==> src/rtl/uart_pkg.sv <==
// Shared UART definitions: oversample ratio, receiver/transmitter state
// encoding and the baud divider calculation.
package uart_pkg;

    localparam int OVERSAMPLE = 16;

    localparam logic [2:0] ST_IDLE  = 3'd0;
    localparam logic [2:0] ST_START = 3'd1;
    localparam logic [2:0] ST_DATA  = 3'd2;
    localparam logic [2:0] ST_STOP  = 3'd3;
    localparam logic [2:0] ST_BREAK = 3'd4;

    // Clocks per oversample tick, truncated, never below one.
    function automatic int calc_div(input int clk_hz, input int baud);
        int d;
        d = clk_hz / (baud * OVERSAMPLE);
        return (d < 1) ? 1 : d;
    endfunction

endpackage

==> src/rtl/sync_fifo.sv <==
// First-word fall-through synchronous FIFO; a push while full is dropped
// unless a pop happens in the same cycle, and the drop is flagged for one cycle.
module sync_fifo #(
    parameter int width = 8,
    parameter int depth = 8
) (
    input  logic                     clk,
    input  logic                     rst,
    input  logic                     i_push,
    input  logic [width-1:0]         i_data,
    input  logic                     i_pop,
    output logic [width-1:0]         o_data,
    output logic                     o_valid,
    output logic [$clog2(depth):0]   o_level,
    output logic                     o_overrun
);

    localparam int AW = (depth > 1) ? $clog2(depth) : 1;
    localparam logic [$clog2(depth):0] FULL_CNT = ($clog2(depth)+1)'(depth);

    logic [width-1:0]       r_mem [depth];
    logic [AW-1:0]          r_wr_ptr;
    logic [AW-1:0]          r_rd_ptr;
    logic [$clog2(depth):0] r_count;
    logic                   r_overrun;

    logic w_empty;
    logic w_full;
    logic w_do_pop;
    logic w_do_push;

    assign w_empty   = (r_count == '0);
    assign w_full    = (r_count == FULL_CNT);
    assign w_do_pop  = i_pop && !w_empty;
    assign w_do_push = i_push && (!w_full || w_do_pop);

    always_ff @(posedge clk) begin
        if (w_do_push)
            r_mem[r_wr_ptr] <= i_data;
    end

    // Pointers are log2(depth) wide, so they wrap modulo depth on their own.
    always_ff @(posedge clk) begin
        if (rst) begin
            r_wr_ptr  <= '0;
            r_rd_ptr  <= '0;
            r_count   <= '0;
            r_overrun <= 1'b0;
        end else begin
            r_overrun <= i_push && !w_do_push;
            if (w_do_push)
                r_wr_ptr <= r_wr_ptr + 1'b1;
            if (w_do_pop)
                r_rd_ptr <= r_rd_ptr + 1'b1;
            case ({w_do_push, w_do_pop})
                2'b10:   r_count <= r_count + 1'b1;
                2'b01:   r_count <= r_count - 1'b1;
                default: r_count <= r_count;
            endcase
        end
    end

    assign o_data    = r_mem[r_rd_ptr];
    assign o_valid   = !w_empty;
    assign o_level   = r_count;
    assign o_overrun = r_overrun;

endmodule

==> src/rtl/uart_rx_fifo.sv <==
// 16x-oversampled 8N1 UART receiver feeding a fall-through receive FIFO,
// with one-cycle frame-error and overrun pulses.
module uart_rx_fifo
    import uart_pkg::*;
#(
    parameter int clk_freq       = 100000000,
    parameter int uart_baud_rate = 115200,
    parameter int fifo_depth     = 8
) (
    input  logic                          clk,
    input  logic                          rst,
    input  logic                          uart_rxd,
    output logic [7:0]                    rx_data,
    output logic                          rx_valid,
    input  logic                          rx_ready,
    output logic                          frame_err,
    output logic                          overrun,
    output logic [$clog2(fifo_depth):0]   fifo_level
);

    localparam int DIV = calc_div(clk_freq, uart_baud_rate);
    localparam int DW  = (DIV > 1) ? $clog2(DIV) : 1;
    localparam logic [DW-1:0] DIV_LAST = DW'(DIV - 1);

    logic [1:0]    r_sync;
    logic [1:0]    r_fill;
    logic          r_armed;
    logic [2:0]    r_state;
    logic [DW-1:0] r_div_cnt;
    logic [3:0]    r_tick_cnt;
    logic [2:0]    r_bit_cnt;
    logic [7:0]    r_shift;
    logic          r_frame_err;

    logic          w_rxd;
    logic          w_tick;
    logic          w_centre;
    logic          w_push;
    logic [7:0]    w_fifo_data;
    logic          w_fifo_valid;
    logic          w_fifo_ovr;
    logic [$clog2(fifo_depth):0] w_fifo_level;

    assign w_rxd    = r_sync[1];
    assign w_tick   = (r_div_cnt == DIV_LAST);
    assign w_centre = w_tick && (r_tick_cnt ==
                      ((r_state == ST_START) ? 4'd7 : 4'(OVERSAMPLE - 1)));
    assign w_push   = (r_state == ST_STOP) && w_centre && w_rxd;

    // r_armed needs the real line seen high after reset, so a frame cut by
    // reset is not picked up mid-way: only a fresh 1->0 edge starts decoding.
    always_ff @(posedge clk) begin
        if (rst) begin
            r_sync      <= 2'b11;
            r_fill      <= 2'b00;
            r_armed     <= 1'b0;
            r_state     <= ST_IDLE;
            r_div_cnt   <= '0;
            r_tick_cnt  <= '0;
            r_bit_cnt   <= '0;
            r_shift     <= '0;
            r_frame_err <= 1'b0;
        end else begin
            r_sync      <= {r_sync[0], uart_rxd};
            r_fill      <= {r_fill[0], 1'b1};
            r_frame_err <= 1'b0;
            if (r_fill[1] && w_rxd)
                r_armed <= 1'b1;

            if (r_state == ST_IDLE)
                r_div_cnt <= '0;
            else
                r_div_cnt <= w_tick ? '0 : r_div_cnt + 1'b1;

            if (r_state == ST_IDLE)
                r_tick_cnt <= '0;
            else if (w_tick)
                r_tick_cnt <= w_centre ? 4'd0 : r_tick_cnt + 4'd1;

            case (r_state)
                ST_IDLE: begin
                    r_bit_cnt <= '0;
                    if (r_armed && !w_rxd)
                        r_state <= ST_START;
                end
                ST_START: begin
                    if (w_centre)
                        r_state <= w_rxd ? ST_IDLE : ST_DATA;
                end
                ST_DATA: begin
                    if (w_centre) begin
                        r_shift   <= {w_rxd, r_shift[7:1]};
                        r_bit_cnt <= r_bit_cnt + 3'd1;
                        if (r_bit_cnt == 3'd7)
                            r_state <= ST_STOP;
                    end
                end
                ST_STOP: begin
                    if (w_centre) begin
                        if (w_rxd) begin
                            r_state <= ST_IDLE;
                        end else begin
                            r_frame_err <= 1'b1;
                            r_state     <= ST_BREAK;
                        end
                    end
                end
                ST_BREAK: begin
                    if (w_rxd)
                        r_state <= ST_IDLE;
                end
                default: r_state <= ST_IDLE;
            endcase
        end
    end

    sync_fifo #(
        .width (8),
        .depth (fifo_depth)
    ) u_fifo (
        .clk       (clk),
        .rst       (rst),
        .i_push    (w_push),
        .i_data    (r_shift),
        .i_pop     (rx_ready),
        .o_data    (w_fifo_data),
        .o_valid   (w_fifo_valid),
        .o_level   (w_fifo_level),
        .o_overrun (w_fifo_ovr)
    );

    // Outputs read as zero whenever reset is high, including its first cycle.
    assign rx_valid   = w_fifo_valid && !rst;
    assign rx_data    = rx_valid ? w_fifo_data : 8'h00;
    assign fifo_level = rst ? '0 : w_fifo_level;
    assign frame_err  = r_frame_err && !rst;
    assign overrun    = w_fifo_ovr && !rst;

endmodule

==> config.mk <==
export PLATFORM = sky130hd
export DESIGN_NAME = uart_rx_fifo
export DESIGN_NICKNAME = d
export VERILOG_FILES = /design/src/rtl/uart_pkg.sv /design/src/rtl/sync_fifo.sv /design/src/rtl/uart_rx_fifo.sv
export SDC_FILE = /design/constraint.sdc
export NUM_CORES = 1
export LEC_CHECK = 0
export CORE_ASPECT_RATIO = 1.4
export CORE_UTILIZATION = 35
export CTS_CLUSTER_SIZE = 12
export DETAILED_ROUTE_END_ITERATION = 12
export GPL_ROUTABILITY_DRIVEN = 0
export GPL_TIMING_DRIVEN = 0
export PLACE_DENSITY = 0.5
export SKIP_LAST_GASP = 1
export SYNTH_ARGS = -nofsm -noshare
export SYNTH_HDL_FRONTEND = slang
export SYNTH_SLANG_ARGS = --single-unit
==> constraint.sdc <==
create_clock -name clk -period 3.3 [get_ports clk]
set_input_delay 0.495 -clock clk [delete_from_list [all_inputs] [get_ports clk]]
set_output_delay 0.495 -clock clk [all_outputs]
set_load 0.03 [all_outputs]
# [Word level (Yosys, flattened, before mapping)]
# Memory sizes are Yosys's and may differ from the RTL's. A register that Yosys moved wholly into a read port is not among the register bits.
# Index checks and enable logic that the tools add are counted.
[word_totals] register_bits=41 ramBits=64 wordCells=89 mem_count=1
[mem_list] memory="u_fifo.r_mem" depth=8 word_bits=8 rd=1 rd_ports_with_merged_regs=1 wr=1 line="sync_fifo.sv:21" source="logic [width-1:0] r_mem [depth];"
[classes] n_reduce_logical=27 muxes=22 n_eq_ne=16 n_bitwise=2 n_addsub=7
[ops] op="$mux 3" n=10
[ops] op="$pmux 3 s5" n=1
[ops] op="$mux 4" n=3
[ops] op="$logic_and 1x1->1" n=11
[ops] op="$ne 2x2->1 const B" n=5
[ops] op="$add 3x1->3 const B" n=3
[ops] op="$add 4x1->4 const B" n=2
[ops] op="$mux 8" n=1
[ops] op="$pmux 4 s2" n=1
[ops] op="$add 6x1->6 const B" n=1
[ops] op="$eq 3x2->1 const B" n=2
[ops] op="$eq 3x3->1 const B" n=2
[ops] op="$eq 6x6->1 const B" n=1
[ops] op="$pmux 3 s2" n=1
[ops] op="$reduce_and 6->1" n=1
[ops] op="$reduce_or 3->1" n=2
[ops] op="$logic_not 1->1" n=5
[ops] op="$eq 4x4->1" n=1
[ops] op="$eq 4x4->1 const B" n=1
[ops] op="$logic_not 4->1" n=1
[ops] op="$mux 1" n=4
[ops] op="$reduce_and 2->1" n=2
[ops] op="$reduce_bool 2->1" n=2
[ops] op="$sub 4x1->4 const B" n=1
[ops] op="9 further kinds" n=10

# [Logic depth before layout (Yosys ltp)]
[logic_depth] word_depth=9 depth_mapped=13 mapped_depth_nobuf=13

# [By module]
# Synthesis repeated with hierarchy kept, for this count alone.
[hier_totals] hier_cells=338 hier_area_um2=4535.6
[by_module_without_submodules] module="sync_fifo" instances=1 area_each_um2=3165.5 cells_per_inst=176
[by_module_without_submodules] module="uart_rx_fifo" instances=1 area_each_um2=1370.1 cells_per_inst=162

# [Worst setup path after synthesis]
# No wires, ideal clock.
[synth_timing] path_kind="reg2reg" start="reg r_state[1]" end="reg u_fifo.r_count[3], in the netlist u_fifo.o_level[3]" t_arrival_ns=2.511 slack_ns=0.665 n_path_buf=1 stages_incl_launch_ff=13 required_time_ns=3.177 path_cell_list="dfxtp_1 -> buf_4 -> nor3b_4 -> mux2i_4 -> nand3_2 -> nand2_2 -> inv_2 -> ha_1 -> a21o_1 -> a21o_1 -> or2_0 -> mux2i_1 -> mux2_1"
[synth_via] elab_chain_cells=9
[synth_lines] item="start: declaration" line="uart_rx_fifo.sv:28" source="logic [2:0] r_state;"
[synth_lines] item="start signal: assignment" line="uart_rx_fifo.sv:88" source="r_state <= w_rxd ? ST_IDLE : ST_DATA;"
[synth_lines] item="$eq 3x1->1" line="uart_rx_fifo.sv:47" source="((r_state == ST_START) ? 4'd7 : 4'(OVERSAMPLE - 1)));"
[synth_lines] item="$mux 4" line="uart_rx_fifo.sv:47"
[synth_lines] item="$eq 4x4->1" line="uart_rx_fifo.sv:46" source="assign w_centre = w_tick && (r_tick_cnt =="
[synth_lines] item="$logic_and 1x1->1" line="uart_rx_fifo.sv:46"
[synth_lines] item="$logic_and 1x1->1 * (2 in a row)" line="uart_rx_fifo.sv:48" source="assign w_push = (r_state == ST_STOP) && w_centre && w_rxd;"
[synth_lines] item="$logic_and 1x1->1 *" line="sync_fifo.sv:35" source="assign w_do_push = i_push && (!w_full || w_do_pop);"
[synth_lines] item="$eq 2x1->1 or $eq 2x2->1 (tied branches)" line="sync_fifo.sv:55" source="case ({w_do_push, w_do_pop})"
[synth_lines] item="$pmux 4 s2 or $reduce_bool 2->1 (tied branches)"
[synth_lines] item="end signal: assignment" line="sync_fifo.sv:56" source="2'b10: r_count <= r_count + 1'b1;"
[synth_lines] item="end signal: assignment" line="sync_fifo.sv:57" source="2'b01: r_count <= r_count - 1'b1;"
[synth_lines] item="end signal: assignment" line="sync_fifo.sv:58" source="default: r_count <= r_count;"
[synth_lines] item="end: declaration" line="sync_fifo.sv:24" source="logic [$clog2(depth):0] r_count;"
# Every way passes the cells marked *; elsewhere a longest branch is shown, timed or not.
# A chain may end at the register's enable or synchronous reset.

==> results.yml <==
logic_synthesis:
  ys_async_sr_fraction_pct: 0
  seq_area_frac_synth_pct: 62.0
  synth_edf_count: 64
  synthDistinctLibCells: 51
  ys.warnings.count: 0
  syn-num-nets: 342
  synthCells: 328
  synth_area_per_cell_um2: 13.8
  synth_area_mm2: 0.00452
  synth_ff_type: "edfxtp_1"
  synth_seq_cells: 108
sta:
  hold_slack_ps: 417
  clock_skew_ps: 4.72
  drv_slew: 0
  finalSetupViolations: 0
  rsz0062_at_grt: "false"
  fin_tns_setup_ps: 0
  finalHoldViolCount: 0
  worstMarginPinSlew_ps: 1000
  max_slew_margin_pct: 32.8
  period_share_pct: 92.6
  fmax_mhz: 327
  setup_ws_ps: 246
  fin_crit_ps: 3050
global_routing:
  grt_max_degree: 17
  grt_antenna_before_repair: 0
  grt_overflow: 0
  grt_use_total_pct: 14.2
  grt_pass1_vias: 2649
  grt_pass1_wl_mm: 14.1
hold_path:
  worstHoldPathType: "reg -> reg"
  hold_depth: 1
  min-delay-start: "r_sync[0]"
  hold_end: "r_sync[1]"
drt:
  ant_nets: 0
  avgViaCountPerCell: 5.01
  drt_wl_total_mm: 8.53
  dr.pass1.iters: 8
  wl_per_cell_um: 16.7
  drtIter0Drc: 102
  vias: 2565
  drc: 2
power_and_ir_drop:
  p_per_area_mw_per_mm2: 529
  design_power_total_mw: 2.76
  ir_worst_vdd_v: 0.000219
  leakagePower_nw: 1.82
die:
  die_h_um: 136
  coreArea_mm2: 0.0124
  chipWidth_um: 98.0
  io_pins: 19
  dieArea_mm2: 0.0134
  row_count: 48
  start_util_pct: 36.3
critical_path:
  cp_slowest_cell: "clkdlybuf4s50_1"
  r2r_end: "u_fifo.r_mem[5][2]"
  cp.required_ps: 2800
  path_cells: "buf_4 -> mux4_2 -> mux2i_1 -> nor2_1 -> clkdlybuf4s50_1"
  r2r_setup_slack_ps: 390
  r2r-start: "r_div_cnt[0]"
  worst_setup_path_end_kind: "output pin"
  critPathMaxFanout: 10
  setup.worst_path.start_class: "flip-flop"
  r2r_cells: 7
  critPathKind: "reg -> out"
  worst_ep_arrival_time_ps: 2560
  slowest_delay_ps: 610
final_layout:
  synthToLayoutAreaGrowth_pct: 15.6
  final_cell_mix: "edfxtp_1, nor2_1, dfxtp_1"
  final_common_cell: "edfxtp_1"
  nets: 371
  drive_above_1_share_pct: 16.6
  n_antenna_cell: 0
  fin_cells: 512
clock_tree:
  clk_latency_ps: 340
  ctsHoldBuffers: 0
  cts.clk_slew.worst_paths_ps: 60
  cts.path.max_buffers: 2
  cts_tree: "built"
  clock-sinks: 108
  cts_made_buffers: 9
  cts_root_buffer: "clkbuf_16"
  htreeDepth: 3
place:
  portBuffers: 18
  placed_cells: 498
  post-place-ws_ps: 162
  dpl.hpwl_mm: 5.77
outcome:
  violations: "design-rule violations"
  status: "complete, but fails checks"
run:
  maxCapViolations: 0
[where the power goes]
| group | internal, mW | total (mW) | switching, mW |
|---|---|---|---|
| logic | 0.130 | 0.267 | 0.137 |
| clock network | 0.594 | 1.04 | 0.446 |
| registers | 1.43 | 1.45 | 0.0232 |
| total | 2.15 | 2.76 | 0.607 |
[worst max-delay path by stage]
stage,to,slack [ps],cells after the start
detailed placement,rx_data[7],160,6
finish,rx_data[7],250,5
global placement,u_fifo.r_mem[0][1],-460,4
CTS,rx_data[7],60,6
floorplan,u_fifo.o_level[3],670,12
global route,rx_data[7],30,5
[worst max-delay path, delay by kind of cell (launching register included)]
family / cells / cell delay [ps]
buf+inv: 2 / 920
mux: 2 / 740
flops: 1 / 500
simple gates: 1 / 60
[state kept, by name, summed over array words and instances (netlist names), 2 cells and up, named ones only]
signal           cells
r_state              3
r_div_cnt            6
r_shift              8
u_fifo.o_level       4
r_fill               2
u_fifo.r_rd_ptr      3
r_tick_cnt           4
r_bit_cnt            3
u_fifo.r_wr_ptr      3
r_sync               2
u_fifo.r_mem        64
[what timing repair did]
item | in CTS | in global routing
gates resized for setup | 2 | 0
cloned | 0 | 0
endpoints found under the setup margin | 8 | 3
setup buffers | 0 | 0
[stage by stage]
step                      utilization, %  area, um2
after global routing                42.0       5220
after detailed placement            39.7       4930
after CTS                           42.0       5230
final                               42.0       5220
after global placement              39.3       4890
after floorplan                        -       4520
[cell type report]
class / instances / area [um2]
flip-flops and latches: 108 / 2800
fillers: 1177 / 7210
clock inverters: 1 / 5.00
multi-input cells: 196 / 1630
plain buffers: 14 / 73.8
clock buffers: 15 / 288
inverters: 8 / 30.0
repair buffers: 20 / 203
well taps: 150 / 188
[Yosys cell counts, types with 2 or more instances]
master | number | area, um2
mux4_2 | 16 | 360
or2_2 | 3 | 18.8
or3_1 | 3 | 18.8
a21o_1 | 2 | 15.0
nand2_1 | 9 | 33.8
buf_4 | 3 | 22.5
nand3b_1 | 2 | 15.0
clkbuf_1 | 8 | 30.0
nor2_1 | 48 | 180
xor2_1 | 6 | 52.6
mux2_1 | 2 | 22.5
ha_1 | 9 | 113
nand3_1 | 6 | 30.0
o21ai_0 | 4 | 20.0
mux2i_1 | 22 | 220
dfxtp_1 | 44 | 881
a21oi_1 | 6 | 30.0
buf_1 | 3 | 11.3
nor2b_1 | 10 | 62.6
edfxtp_1 | 64 | 1920
nor4_1 | 3 | 18.8
nand2b_1 | 8 | 50.1
nor3_1 | 6 | 30.0
o21ai_1 | 2 | 10.0
xnor2_1 | 3 | 26.3
or2_1 | 3 | 18.8
mux2_4 | 3 | 45.0
inv_1 | 7 | 26.3
[metal layers]
layer | wire [um] | global-route usage [%] | vias to the layer above
li1 | - | - | 1250
met1 | 3870 | 17.2 | 1265
met2 | 4250 | 24.3 | 38
met3 | 220 | 3.29 | 12
met4 | 182 | 6.23 | 0
met5 | 0 | 0 | -
[logic make-up (layout without fill, tap and decap cells)]
family	Yosys count	in the layout	share of synthesized area [%]
XOR/XNOR	9	9	1.74
adder cells (fa/ha/maj)	10	10	2.94
flip-flops	108	108	62.0
multiplexers	44	44	14.8
AO/OA/AOI/OAI	20	20	3.02
AND/OR/NAND/NOR	113	113	13.0
buffers and inverters	24	58	2.44
Power figures use the tool's default switching activity.
